<file path="src/rtl/effect_chain_xfade.sv">
// Serial N-stage effect chain: each stage crossfades between a latency-matched dry copy and its
// external effect return. Optional peak meter on the output when EFFECT_CHAIN_PEAK_EN is defined.
module effect_chain_xfade #(
  parameter int                      DATA_WIDTH = 32,
  parameter int                      NUM_STAGES = 4,
  parameter logic [NUM_STAGES*8-1:0] STAGE_LAT  = {NUM_STAGES{8'd1}},
  parameter int                      FADE_BITS  = 6
) (
  input  logic                             clk,
  input  logic                             rst,
  input  logic                             sample_valid,
  input  logic [DATA_WIDTH-1:0]            audio_in,
  output logic [DATA_WIDTH-1:0]            audio_out,
  output logic                             audio_out_valid,
  input  logic [NUM_STAGES-1:0]            enable,
  output logic [NUM_STAGES*DATA_WIDTH-1:0] fx_send_data,
  output logic [NUM_STAGES-1:0]            fx_send_valid,
  input  logic [NUM_STAGES*DATA_WIDTH-1:0] fx_ret_data,
  input  logic [NUM_STAGES-1:0]            fx_ret_valid,
  output logic [NUM_STAGES-1:0]            fading,
`ifdef EFFECT_CHAIN_PEAK_EN
  input  logic                             peak_clr,
  output logic [DATA_WIDTH-2:0]            peak_level,
`endif
  output logic                             align_err
);

  localparam int DW = DATA_WIDTH;
  localparam int GW = FADE_BITS + 1;
  localparam int PW = DW + FADE_BITS + 2;
  localparam logic [GW-1:0] G_MAX = {1'b1, {FADE_BITS{1'b0}}};

  typedef enum logic [1:0] {BYPASS, FADE_IN, WET, FADE_OUT} state_t;

  // Slot 0 is the chain input, slot i+1 is the mix output of stage i.
  logic [(NUM_STAGES+1)*DW-1:0] chain_data;
  logic [NUM_STAGES:0]          chain_valid;
  logic [NUM_STAGES-1:0]        err_hit;

  assign chain_data[DW-1:0] = audio_in;
  assign chain_valid[0]     = sample_valid;

  generate
    for (genvar gi = 0; gi < NUM_STAGES; gi++) begin : g_stage
      localparam int LAT = int'(STAGE_LAT[gi*8 +: 8]);

      logic [DW-1:0]        dly_data [LAT];
      logic                 dly_valid [LAT];
      logic [DW-1:0]        dry;
      logic [DW-1:0]        wet;
      logic [DW-1:0]        mix;
      logic [DW-1:0]        y_reg;
      logic                 dry_v;
      logic                 y_valid_reg;
      logic [GW-1:0]        g_reg;
      logic [GW-1:0]        g_next;
      logic signed [DW:0]   diff;
      logic signed [PW-1:0] prod;
      state_t               state_reg;

      assign fx_send_data[gi*DW +: DW] = chain_data[gi*DW +: DW];
      assign fx_send_valid[gi]         = chain_valid[gi];

      always_ff @(posedge clk or posedge rst) begin
        if (rst) begin
          for (int k = 0; k < LAT; k++) begin
            dly_data[k]  <= '0;
            dly_valid[k] <= 1'b0;
          end
        end else begin
          dly_data[0]  <= chain_data[gi*DW +: DW];
          dly_valid[0] <= chain_valid[gi];
          for (int k = 1; k < LAT; k++) begin
            dly_data[k]  <= dly_data[k-1];
            dly_valid[k] <= dly_valid[k-1];
          end
        end
      end

      assign dry   = dly_data[LAT-1];
      assign dry_v = dly_valid[LAT-1];
      assign wet   = fx_ret_valid[gi] ? fx_ret_data[gi*DW +: DW] : '0;

      // Gain holds on the sample that changes direction, so fades never jump.
      always_comb begin
        g_next = g_reg;
        if (state_reg == FADE_IN && enable[gi] && g_reg != G_MAX)
          g_next = g_reg + GW'(1);
        else if (state_reg == FADE_OUT && !enable[gi] && g_reg != '0)
          g_next = g_reg - GW'(1);
      end

      assign diff = $signed({wet[DW-1], wet}) - $signed({dry[DW-1], dry});
      assign prod = PW'(diff) * PW'($signed({1'b0, g_next}));
      assign mix  = dry + DW'(prod >>> FADE_BITS);

      assign err_hit[gi] = (state_reg != BYPASS) && (dry_v != fx_ret_valid[gi]);
      assign fading[gi]  = (state_reg == FADE_IN) || (state_reg == FADE_OUT);
      assign chain_data[(gi+1)*DW +: DW] = y_reg;
      assign chain_valid[gi+1]           = y_valid_reg;

      always_ff @(posedge clk or posedge rst) begin
        if (rst) begin
          state_reg   <= BYPASS;
          g_reg       <= '0;
          y_reg       <= '0;
          y_valid_reg <= 1'b0;
        end else begin
          y_valid_reg <= dry_v;
          if (dry_v) begin
            y_reg <= mix;
            g_reg <= g_next;
            case (state_reg)
              BYPASS:   if (enable[gi]) state_reg <= FADE_IN;
              FADE_IN:  if (!enable[gi]) state_reg <= (g_reg == '0) ? BYPASS : FADE_OUT;
                        else if (g_next == G_MAX) state_reg <= WET;
              WET:      if (!enable[gi]) state_reg <= FADE_OUT;
              FADE_OUT: if (enable[gi]) state_reg <= (g_reg == G_MAX) ? WET : FADE_IN;
                        else if (g_next == '0) state_reg <= BYPASS;
              default:  state_reg <= BYPASS;
            endcase
          end
        end
      end
    end
  endgenerate

  always_ff @(posedge clk or posedge rst) begin
    if (rst) begin
      audio_out       <= '0;
      audio_out_valid <= 1'b0;
      align_err       <= 1'b0;
    end else begin
      audio_out_valid <= chain_valid[NUM_STAGES];
      if (chain_valid[NUM_STAGES])
        audio_out <= chain_data[NUM_STAGES*DW +: DW];
      if (|err_hit)
        align_err <= 1'b1;
    end
  end

`ifdef EFFECT_CHAIN_PEAK_EN
  logic [DW-2:0] abs_out;

  // The most negative sample has no positive twin; clamp it to full scale.
  always_comb begin
    if (!audio_out[DW-1])
      abs_out = audio_out[DW-2:0];
    else if (audio_out[DW-2:0] == '0)
      abs_out = '1;
    else
      abs_out = (DW-1)'(-audio_out);
  end

  always_ff @(posedge clk or posedge rst) begin
    if (rst)
      peak_level <= '0;
    else if (peak_clr)
      peak_level <= '0;
    else if (audio_out_valid && abs_out > peak_level)
      peak_level <= abs_out;
  end
`endif

endmodule

</file>
<file path="config.mk">
export PLATFORM = sky130hd
export DESIGN_NAME = effect_chain_xfade
export DESIGN_NICKNAME = d
export VERILOG_FILES = /design/src/rtl/effect_chain_xfade.sv
export SDC_FILE = /design/constraint.sdc
export NUM_CORES = 2
export LEC_CHECK = 0
export ABC_CLOCK_PERIOD_IN_PS = 13300
export BUFFER_PORTS_ARGS = -buffer_cell sky130_fd_sc_hd__buf_4
export CAP_MARGIN = 20
export CORE_MARGIN = 2
export CORE_UTILIZATION = 59
export CTS_CLUSTER_DIAMETER = 150
export CTS_CLUSTER_SIZE = 10
export DETAILED_ROUTE_END_ITERATION = 10
export PLACE_DENSITY = 0.82
export SLEW_MARGIN = 10
export SYNTH_ARGS = -nofsm -noshare
export SYNTH_HDL_FRONTEND = slang
export SYNTH_SLANG_ARGS = --single-unit
</file>
<file path="constraint.sdc">
create_clock -name clk -period 13.3 [get_ports clk]
set_clock_uncertainty 0.2 [all_clocks]
set_input_delay 0.665 -clock clk [delete_from_list [all_inputs] [get_ports clk]]
set_output_delay 0.665 -clock clk [all_outputs]
set_load 0.03 [all_outputs]
</file>
==> impl_results.md <==
* Outcome: finished, final reports clean
* Setup crit end kind: flop
* Vias/cell at 5.748
* Drt first-iter violations at 2723
* H-tree Lvls at 2
* Worst slew pin tran at between 1 and 1.5 ns
* WL/cell at 19.07 um
* Vias at about 43000
* Post-layout nets at approximately 7600
* Num rows at 109
* Antenna viol nets, final at 0
* RePlAce Congestion at between 0.9 and 1
* Min Tclk post-route at 10.85 ns
* Insertion delay to the later sink of the worst-skew pair at 0.62 ns
* Syn nets at 7374
* Setup TNS at 0 ns
* I/O pins at 341
* CP max-delay cell: xnor2_1
* CP Class: flop to flop
* Die X at ~300 um
* Max Cap Viol at 0
* Clock root cell: clkbuf_16
* Final period util at 0.8160
* Grt ovf at 0
* Setup Buffers After CTS at 0
* Post-synth EDFFs at 0
* Post-cts resize count at 0
* Port buffer count at 340
* Syn Inst Count at about 6000
* Count leader, synth: nor2_1
* Top cell type's share of synthesized area at 0.2479
* Cts bufs inserted at 39
* FFs w/ async S/R, synth at 1.000
* WP data required at 13.59 ns
* # DRC at 0
* Met2 Usage GRT at 0.5595
* CP most frequent cell: fa_1
* Die Span Y at 302.8 um
* Layout Area Growth over Synthesis at 9.761%
* Met1 GRT Util at 0.3704
* Total core area at approximately 88000 um2
* Synth Flop Type: dfrtp_1
* Largest net degree at the start of global routing at between 150 and 200
* Global-route wire length before repair at 229500 um
* Yosys reg bits at 334
* Die area at 91660 um2
* Yosys top cell by area: fa_1
* Commonest cells in the netlist: 1039 x nor2_1, 921 x inv_1, 652 x fa_1
* Util after Layout at 0.6540
* Top Usage Layer GRT: met2
* Mapped cell area at 52660 um2
* Rel. slew slack at 0.3057
* Hold Violations, Final at 0
* Final setup violating endpoints at 0
* Initial Util at 0.5959
* WL final at 141800 um
* Hold crit path type: flop to flop
* Vias in the first global route at 44450
* CP arrival at 11.14 ns
* Worst-path clk slew at 0.06 ns
* CTS tree: yes
* Synth cell types at 95
* Fmax at 92.14 MHz
* Post-synthesis sequential area ratio at 0.1587
* Crit path max fanout at 7
* Crit start category: flop
* Synth area leaders: fa_1 25%, dfrtp_1 16%, ha_1 13%
* Layout cells sized above 1 at 0.1198
* Fillers at 7075
* Hpwl dp at ~110000 um
* Tot GR Track Use at 0.3164
* Fin. max-slew vios at 0
* TritonCTS sink count at 334
* Largest stage delay, worst path at 0.61 ns
* Routing usage on met3 at 0.05378
* Yosys warns at 0
* Syn avg cell area at 8.787 um2
* Clock buffer depth at 3
* Initial antenna violation count at 2
* Drt pass-1 iters at 6
* RSZ-0062 raised after global routing: false
[worst max-delay path, delay by kind of cell, from the launching register on]
family	cells	cell delay (ns)
xor gates and xnor gates	2	0.75
and+or+nand+nor	8	1.63
AOI/OAI and AO/OA	19	4.35
buffers and inverters	2	0.09
DFF	1	0.45
adders and majority gates	8	3.27
[worst paths after layout]
path	slack, ns	end	from	cells after the start
min	0.18	g_stage[2].dly_valid$_DFF_PP0_	g_stage[1].y_valid_reg$_DFF_PP0_	0
min reg2reg	0.18	g_stage[2].dly_valid$_DFF_PP0_	g_stage[1].y_valid_reg$_DFF_PP0_	0
max in group asynchronous	10.17	g_stage[3].dly_data[9]$_DFF_PP0_	rst	5
max reg2reg	2.45	g_stage[2].y_reg[28]$_DFFE_PP0P_	g_stage[2].dly_data[0]$_DFF_PP0_	39
max	2.45	g_stage[2].y_reg[28]$_DFFE_PP0P_	g_stage[2].dly_data[0]$_DFF_PP0_	39
min in group asynchronous	0.52	g_stage[0].dly_data[9]$_DFF_PP0_	rst	3
[cells by family (layout without fill, tap and decap cells)]
family / count (synthesis) / after routing / synth area share
buf+inv: 1105 / 1379 / 0.08164
other cells: 0 / 1 / 0
flops: 334 / 334 / 0.1587
compound gates: 899 / 899 / 0.1140
mux: 152 / 152 / 0.03212
simple gates: 1899 / 1899 / 0.1665
fa+ha+maj: 1210 / 1210 / 0.3805
xor+xnor: 394 / 394 / 0.06662
[per-layer routing]
| metal | routed length, um | part of all wire |
|---|---|---|
| met1 | 52640 | 0.37 |
| met2 | 70820 | 0.50 |
| met3 | 10090 | 0.071 |
| met4 | 8197 | 0.058 |
| met5 | 11 | 0.000078 |
[cell usage in the layout (no fill, tap or decap), types with 11 or more instances in the layout]
cell type	n
a211oi_1	27
a21o_1	136
a21oi_1	265
a31oi_1	29
and2_1	135
and3_1	35
buf_4	375
clkbuf_16	39
dfrtp_1	330
dlygate4sd3_1	34
fa_1	652
ha_1	558
inv_1	920
mux2_2	136
mux2i_1	15
nand2_1	177
nand2b_1	70
nand3_1	71
nand4_1	24
nor2_1	1039
nor2b_1	57
nor3_1	82
nor4_1	14
o211ai_1	16
o21a_1	73
o21ai_0	145
o21bai_1	37
o31a_1	11
o31ai_1	18
or2_2	123
or3_1	24
or4_1	11
xnor2_1	256
xnor2_2	16
xor2_1	114
[area by class of cell]
| class | count | area [um2] | share of cell area |
|---|---|---|---|
| multi-input combinational | 4554 | 40230 | 0.6960 |
| antenna | 1 | 2.502 | 0.00004329 |
| clock buffer | 44 | 1005 | 0.01738 |
| tap | 1165 | 1458 | 0.02522 |
| clock inverter | 4 | 100.1 | 0.001732 |
| inverter | 921 | 3465 | 0.05994 |
| sequential | 334 | 8363 | 0.1447 |
| timing repair buffer | 410 | 3176 | 0.05494 |
[through the flow]
stage          hold WS [ns]  setup WS, ns  area, um2  instances
6_report             0.1782         2.447      57800       7433
5_1_grt              0.1994         1.679      57800       7433
3_5_place_dp         0.1675         2.055      56350       7350
4_1_cts              0.1806         2.560      57800       7432
3_3_place_gp         0.1637         2.308      56350       7350
2_1_floorplan        0.1519         3.182      52660       5993
[what timing repair did]
action	in CTS	in global routing
hold buffers	34	0
endpoints found under the hold margin	38	0
endpoints found under the setup margin	0	0
Power is left out: the tool's default activity adds up to more than one toggle a clock period on the data nets, which glitch-free logic cannot reach.
